`src/rtl/snake_pkg.sv`:
```
// Shared direction type and helpers for the snake game control path.
package snake_pkg;

   localparam int unsigned DIR_W = 2;

   typedef enum logic [DIR_W-1:0] {
      UP    = 2'd0,
      DOWN  = 2'd1,
      LEFT  = 2'd2,
      RIGHT = 2'd3
   } dir_t;

   // UP<->DOWN and LEFT<->RIGHT differ only in bit 0.
   function automatic dir_t opposite(input dir_t d);
      return dir_t'(d ^ 2'b01);
   endfunction

endpackage

```
`src/rtl/rise_detect.sv`:
```
// Single-register rising-edge detector; the reset value selects whether a level
// already high at reset release counts as an edge.
module rise_detect #(
   parameter logic RESET_VAL = 1'b0
) (
   input  logic i_clk,
   input  logic i_rst,
   input  logic i_sig,
   output logic o_rise
);

   logic r_prev;

   always_ff @(posedge i_clk) begin
      if (i_rst) begin
         r_prev <= RESET_VAL;
      end else begin
         r_prev <= i_sig;
      end
   end

   assign o_rise = i_sig & ~r_prev;

endmodule

```
`src/rtl/turn_cmd_queue.sv`:
```
// Filters four-way turn pulses and queues up to DEPTH of them, committing one per game tick.
// Optional TURN_QUEUE_DROP_COUNT_EN adds a saturating drop_count[7:0] output.
module turn_cmd_queue
   import snake_pkg::*;
#(
   parameter int unsigned DEPTH     = 2,
   parameter dir_t        RESET_DIR = RIGHT,
   parameter int unsigned CNT_W     = $clog2(DEPTH + 1)
) (
   input  logic             CLOCK,
   input  logic             RESET,
   input  logic             SLOW_CLOCK,
   input  logic             enable,
   input  logic             up_pulse,
   input  logic             down_pulse,
   input  logic             left_pulse,
   input  logic             right_pulse,
   output logic             E,
   output logic [DIR_W-1:0] heading,
   output logic             tick,
   output logic [CNT_W-1:0] q_count,
   output logic             drop
`ifdef TURN_QUEUE_DROP_COUNT_EN
   ,
   output logic [7:0]       drop_count
`endif
);

   localparam int unsigned      PTR_W    = (DEPTH > 1) ? $clog2(DEPTH) : 1;
   localparam logic [PTR_W-1:0] PTR_LAST = PTR_W'(DEPTH - 1);
   localparam logic [CNT_W-1:0] CNT_FULL = CNT_W'(DEPTH);

   function automatic logic [PTR_W-1:0] ptr_inc(input logic [PTR_W-1:0] p);
      return (p == PTR_LAST) ? '0 : p + 1'b1;
   endfunction

   dir_t             r_mem [DEPTH];
   logic [PTR_W-1:0] r_rd_ptr;
   logic [PTR_W-1:0] r_wr_ptr;
   logic [CNT_W-1:0] r_count;
   dir_t             r_heading;
   logic             r_tick;
   logic             r_drop;
   logic             r_e;

   logic             w_rise;
   logic             w_req_valid;
   dir_t             w_req_dir;
   logic [PTR_W-1:0] w_tail_ptr;
   dir_t             w_ref_dir;
   logic             w_redundant;
   logic             w_full;
   logic             w_pop;
   logic             w_push;
   logic             w_drop;

   // SLOW_CLOCK high through reset release must not count as a game step.
   rise_detect #(
      .RESET_VAL (1'b1)
   ) u_slow_rise (
      .i_clk  (CLOCK),
      .i_rst  (RESET),
      .i_sig  (SLOW_CLOCK),
      .o_rise (w_rise)
   );

   always_comb begin
      w_req_valid = 1'b1;
      w_req_dir   = UP;
      if (up_pulse) begin
         w_req_dir = UP;
      end else if (down_pulse) begin
         w_req_dir = DOWN;
      end else if (left_pulse) begin
         w_req_dir = LEFT;
      end else if (right_pulse) begin
         w_req_dir = RIGHT;
      end else begin
         w_req_valid = 1'b0;
      end
   end

   // New turns are judged against the last queued turn, which is where the snake will be heading.
   assign w_tail_ptr  = (r_wr_ptr == '0) ? PTR_LAST : r_wr_ptr - 1'b1;
   assign w_ref_dir   = (r_count != '0) ? r_mem[w_tail_ptr] : r_heading;
   assign w_redundant = (w_req_dir == w_ref_dir) || (w_req_dir == opposite(w_ref_dir));
   assign w_full      = (r_count == CNT_FULL);
   assign w_pop       = w_rise && (r_count != '0);
   assign w_push      = w_req_valid && !w_redundant && (!w_full || w_pop);
   assign w_drop      = w_req_valid && !w_push;

   always_ff @(posedge CLOCK) begin
      if (w_push && !RESET) begin
         r_mem[r_wr_ptr] <= w_req_dir;
      end
   end

   always_ff @(posedge CLOCK) begin
      if (RESET) begin
         r_rd_ptr  <= '0;
         r_wr_ptr  <= '0;
         r_count   <= '0;
         r_heading <= RESET_DIR;
         r_tick    <= 1'b0;
         r_drop    <= 1'b0;
         r_e       <= 1'b1;
      end else begin
         r_tick <= w_rise;
         r_drop <= w_drop;

         if (w_rise) begin
            r_e <= 1'b0;
         end else if (enable) begin
            r_e <= 1'b1;
         end

         if (w_pop) begin
            r_heading <= r_mem[r_rd_ptr];
            r_rd_ptr  <= ptr_inc(r_rd_ptr);
         end

         if (w_push) begin
            r_wr_ptr <= ptr_inc(r_wr_ptr);
         end

         if (w_push && !w_pop) begin
            r_count <= r_count + 1'b1;
         end else if (w_pop && !w_push) begin
            r_count <= r_count - 1'b1;
         end
      end
   end

`ifdef TURN_QUEUE_DROP_COUNT_EN
   logic [7:0] r_drop_count;

   always_ff @(posedge CLOCK) begin
      if (RESET) begin
         r_drop_count <= '0;
      end else if (w_drop && (r_drop_count != 8'hFF)) begin
         r_drop_count <= r_drop_count + 8'd1;
      end
   end

   assign drop_count = r_drop_count;
`endif

   assign E       = r_e;
   assign heading = r_heading;
   assign tick    = r_tick;
   assign q_count = r_count;
   assign drop    = r_drop;

endmodule

```
`config.mk`:
```
export PLATFORM = sky130hd
export DESIGN_NAME = turn_cmd_queue
export DESIGN_NICKNAME = d
export VERILOG_FILES = /design/src/rtl/snake_pkg.sv /design/src/rtl/rise_detect.sv /design/src/rtl/turn_cmd_queue.sv
export SDC_FILE = /design/constraint.sdc
export NUM_CORES = 1
export LEC_CHECK = 0
export BUFFER_PORTS_ARGS = -buffer_cell sky130_fd_sc_hd__buf_2
export CORE_AREA = 2 2 39 41
export CTS_CLUSTER_SIZE = 25
export DETAILED_ROUTE_END_ITERATION = 12
export DIE_AREA = 0 0 41 43
export GPL_TIMING_DRIVEN = 0
export MAX_ROUTING_LAYER = met4
export PLACE_DENSITY_LB_ADDON = 0.25
export SKIP_LAST_GASP = 1
export SYNTH_ARGS = -nofsm -noshare
export SYNTH_HDL_FRONTEND = slang
export SYNTH_HIERARCHICAL = 1
export SYNTH_SLANG_ARGS = --single-unit
```
`constraint.sdc`:
```
create_clock -name CLOCK -period 3.3 [get_ports CLOCK]
set_input_delay 0.495 -clock CLOCK [delete_from_list [all_inputs] [get_ports CLOCK]]
set_output_delay 0.495 -clock CLOCK [all_outputs]
set_load 0.02 [all_outputs]
```
==> results.cfg <==
[place]
hpwlAfterDp_um = 733
numPortBuffers = 14
gp_congestion = 0.650
place_inst = 88

[logic_synthesis]
yosysSeqAreaShare = 0.528
async_reset_ff_frac = 0
synth_most_common_cell = nor2_1
synthAdderAreaFrac = 0.0206
synth_cell_types = 24
yosys-top-cells-area = dfxtp_1 (33%), edfxtp_1 (20%), nor2_1 (6.8%)
synth_top_family_by_area = simple AND/OR/NAND/NOR gates
yosys.area.top_type_share = 0.330
synthSimpleGateAreaFrac = 0.163
synth_common_cells = nor2_1 (11), dfxtp_1 (10), edfxtp_1 (4)
synth_nets = 67
syn_area_per_cell_um2 = 10.5
synth-edff-count = 4
synthXorXnorAreaFrac = 0.0577
ys_ff_latch = 14
yosys.area.top_type = dfxtp_1
netlist_area_um2 = 607
yosysWarnings = 6
synth-compound-area-share = 0.0948
ys.flop_type = dfxtp_1
synth_cells = 58
synthMuxAreaShare = 0.111

[clock_tree]
htreeDepth = 1
cts-root-buf = clkbuf_4
cts-buffers-inserted = 3
cts-resized-gates = 0
hold_buffers = 0
clk_latency_ns = 0.27
clk_pin_slew_ns = 0.08
cts_max_path_buffers = 2
postCtsSetupBuffers = 0
cts_tree = built
clock-sinks = 14

[setup_path]
startpoint_type = register
cp.required_ns = 3.51
worstPathMaxFanout = 5
r2r_setup_slack_ns = 1.01
crit_chain = mux2_1, mux2_2, mux2i_1, nand2b_1, inv_1, ha_1, or3_1, a21oi_1
slowest_stage = dfxtp_1
crit_arrival_ns = 2.50
r2r_cells = 8
critPathMaxStageDelay_ns = 0.40
rr_startpoint = r_wr_ptr$_SDFFE_PP0P_
end_kind = register
crit_type = reg -> reg
r2r_end = q_count[1]$_SDFFE_PP0P_

[floorplanning]
fp-row-count = 14
core_area_um2 = 1380
dieWidth_um = 41
die-area_um2 = 1760
io_pins = 15
start_util = 0.439
die_h_um = 43

[layout]
finalNonFillerCells = 92
drive_gt1_frac = 0.250
num-nets-final = 86
syn2layout_area_growth_pct = 19.2
diodes = 0
fill_cells = 128

[global_routing]
grt_pass1_wl_um = 1680
antenna_found_initial = 0
grt_pass1_vias = 434
grt_usage = 0.150
grt_max_degree = 11
grt_overflow = 0

[min_path]
min_path_cells = 2
hold_path_class = in -> reg
hp-start = SLOW_CLOCK
hold-path-endpoint = u_slow_rise/r_prev$_SDFF_PP1_

[detailed_routing]
first_pass_iters = 2
vias = 447
wl_per_cell_um = 10.3
viasPerCell = 4.86
drt_iter0_drc = 5
drc_errors = 0
drt_wl_total_um = 948
ant_nets = 0

[timing]
skew_ns = 0.00367
clock.fmax_mhz = 437
hold_viol_final = 0
fin_tns_setup_ns = 0
drv_slew = 0
finalSetupViolCount = 0
finalCritPeriodShare = 0.693
worst_slew_pin_slew_ns = 0.434
period_needed_ns = 2.29
slew_headroom = 0.711
rsz0062_at_grt = false
fin_hold_ws_ns = 0.412

[job]
maxCapViolations = 0

[power_and_ir_drop]
ir_drop_uv = 377
power_density_nw_per_um2 = 772
p_leak_nw = 0.313

[outcome]
status = completed
[how the worst max path moves through the flow]
| stage | from | endpoint | slack, ns | cells past startpoint |
|---|---|---|---|---|
| 6_report | r_wr_ptr$_SDFFE_PP0P_ | q_count[1]$_SDFFE_PP0P_ | 1.01 | 8 |
| 5_1_grt | r_wr_ptr$_SDFFE_PP0P_ | q_count[1]$_SDFFE_PP0P_ | 0.85 | 8 |
| 4_1_cts | r_wr_ptr$_SDFFE_PP0P_ | q_count[1]$_SDFFE_PP0P_ | 1.00 | 8 |
| 3_5_place_dp | r_wr_ptr$_SDFFE_PP0P_ | q_count[1]$_SDFFE_PP0P_ | 1.03 | 8 |
| 3_3_place_gp | r_wr_ptr$_SDFFE_PP0P_ | q_count[1]$_SDFFE_PP0P_ | 1.03 | 8 |
| 2_1_floorplan | r_wr_ptr$_SDFFE_PP0P_ | q_count[1]$_SDFFE_PP0P_ | 1.19 | 8 |
[cell usage in the layout (no fill, tap or decap), types with 2 or more instances in the layout]
master | netlist | layout
buf_2 | 0 | 14
nor2_1 | 11 | 11
dfxtp_1 | 10 | 10
edfxtp_1 | 4 | 4
mux2i_1 | 3 | 3
inv_1 | 3 | 3
xor2_1 | 3 | 3
nor2b_1 | 3 | 3
clkbuf_4 | 0 | 3
nor3b_1 | 2 | 2
o21ai_0 | 2 | 2
a21oi_1 | 2 | 2
a211o_1 | 2 | 2
[per-layer routing]
layer | part of all wire | GRT usage | up-vias
met5 | 0 | - | -
met4 | 0.016 | 0.120 | 0
met3 | 0.045 | 0.0314 | 2
met2 | 0.48 | 0.219 | 10
met1 | 0.45 | 0.168 | 202
li1 | - | - | 233
[through the flow]
| stage | power, mW | area [µm²] | util | worst slack [ns] |
|---|---|---|---|---|
| 3_5_place_dp | 0.468 | 697 | 0.504 | 1.03 |
| 3_3_place_gp | 0.463 | 697 | 0.504 | 1.03 |
| 4_1_cts | 0.565 | 723 | 0.523 | 1.00 |
| 6_report | 0.559 | 723 | 0.523 | 1.01 |
| 5_1_grt | 0.611 | 723 | 0.523 | 0.845 |
| 2_1_floorplan | 0.418 | 607 | - | 1.19 |
[power by group]
part | total, mW | internal, mW | switching, mW
clock | 0.0971 | 0.0437 | 0.0534
sequential | 0.248 | 0.216 | 0.0318
combinational | 0.213 | 0.104 | 0.109
[state kept, by name (all words and copies together), names as in the netlist]
signal	flops
drop	1
heading	2
q_count	2
r_wr_ptr	1
r_mem	4
E	1
u_slow_rise/r_prev	1
r_rd_ptr	1
tick	1
[critical path: cells and delay by family (launching register included)]
family                   cells  cell delay [ns]
multiplexers                 3             0.75
buffers and inverters        1             0.07
AND/OR/NAND/NOR              2             0.53
adder cells (fa/ha/maj)      1             0.33
AO/OA/AOI/OAI                1             0.14
flip-flops                   1             0.40
[logic make-up after synthesis]
kind of cell | after synthesis
XOR/XNOR | 4
AND/OR/NAND/NOR | 20
AO/OA/AOI/OAI | 9
adder cells (fa/ha/maj) | 1
multiplexers | 6
buffers and inverters | 4
flip-flops | 14
[cell type report]
type                       count  area, µm²  area share
multi-input combinational     40        272       0.375
tap                           16       20.0      0.0277
clock inverter                 1       3.75     0.00519
clock buffer                   3       22.5      0.0311
inverter                       3       11.3      0.0156
timing repair buffer          14       70.1      0.0969
sequential                    14        320       0.443
buffer                         1       3.75     0.00519
Power figures use the tool's default switching activity.
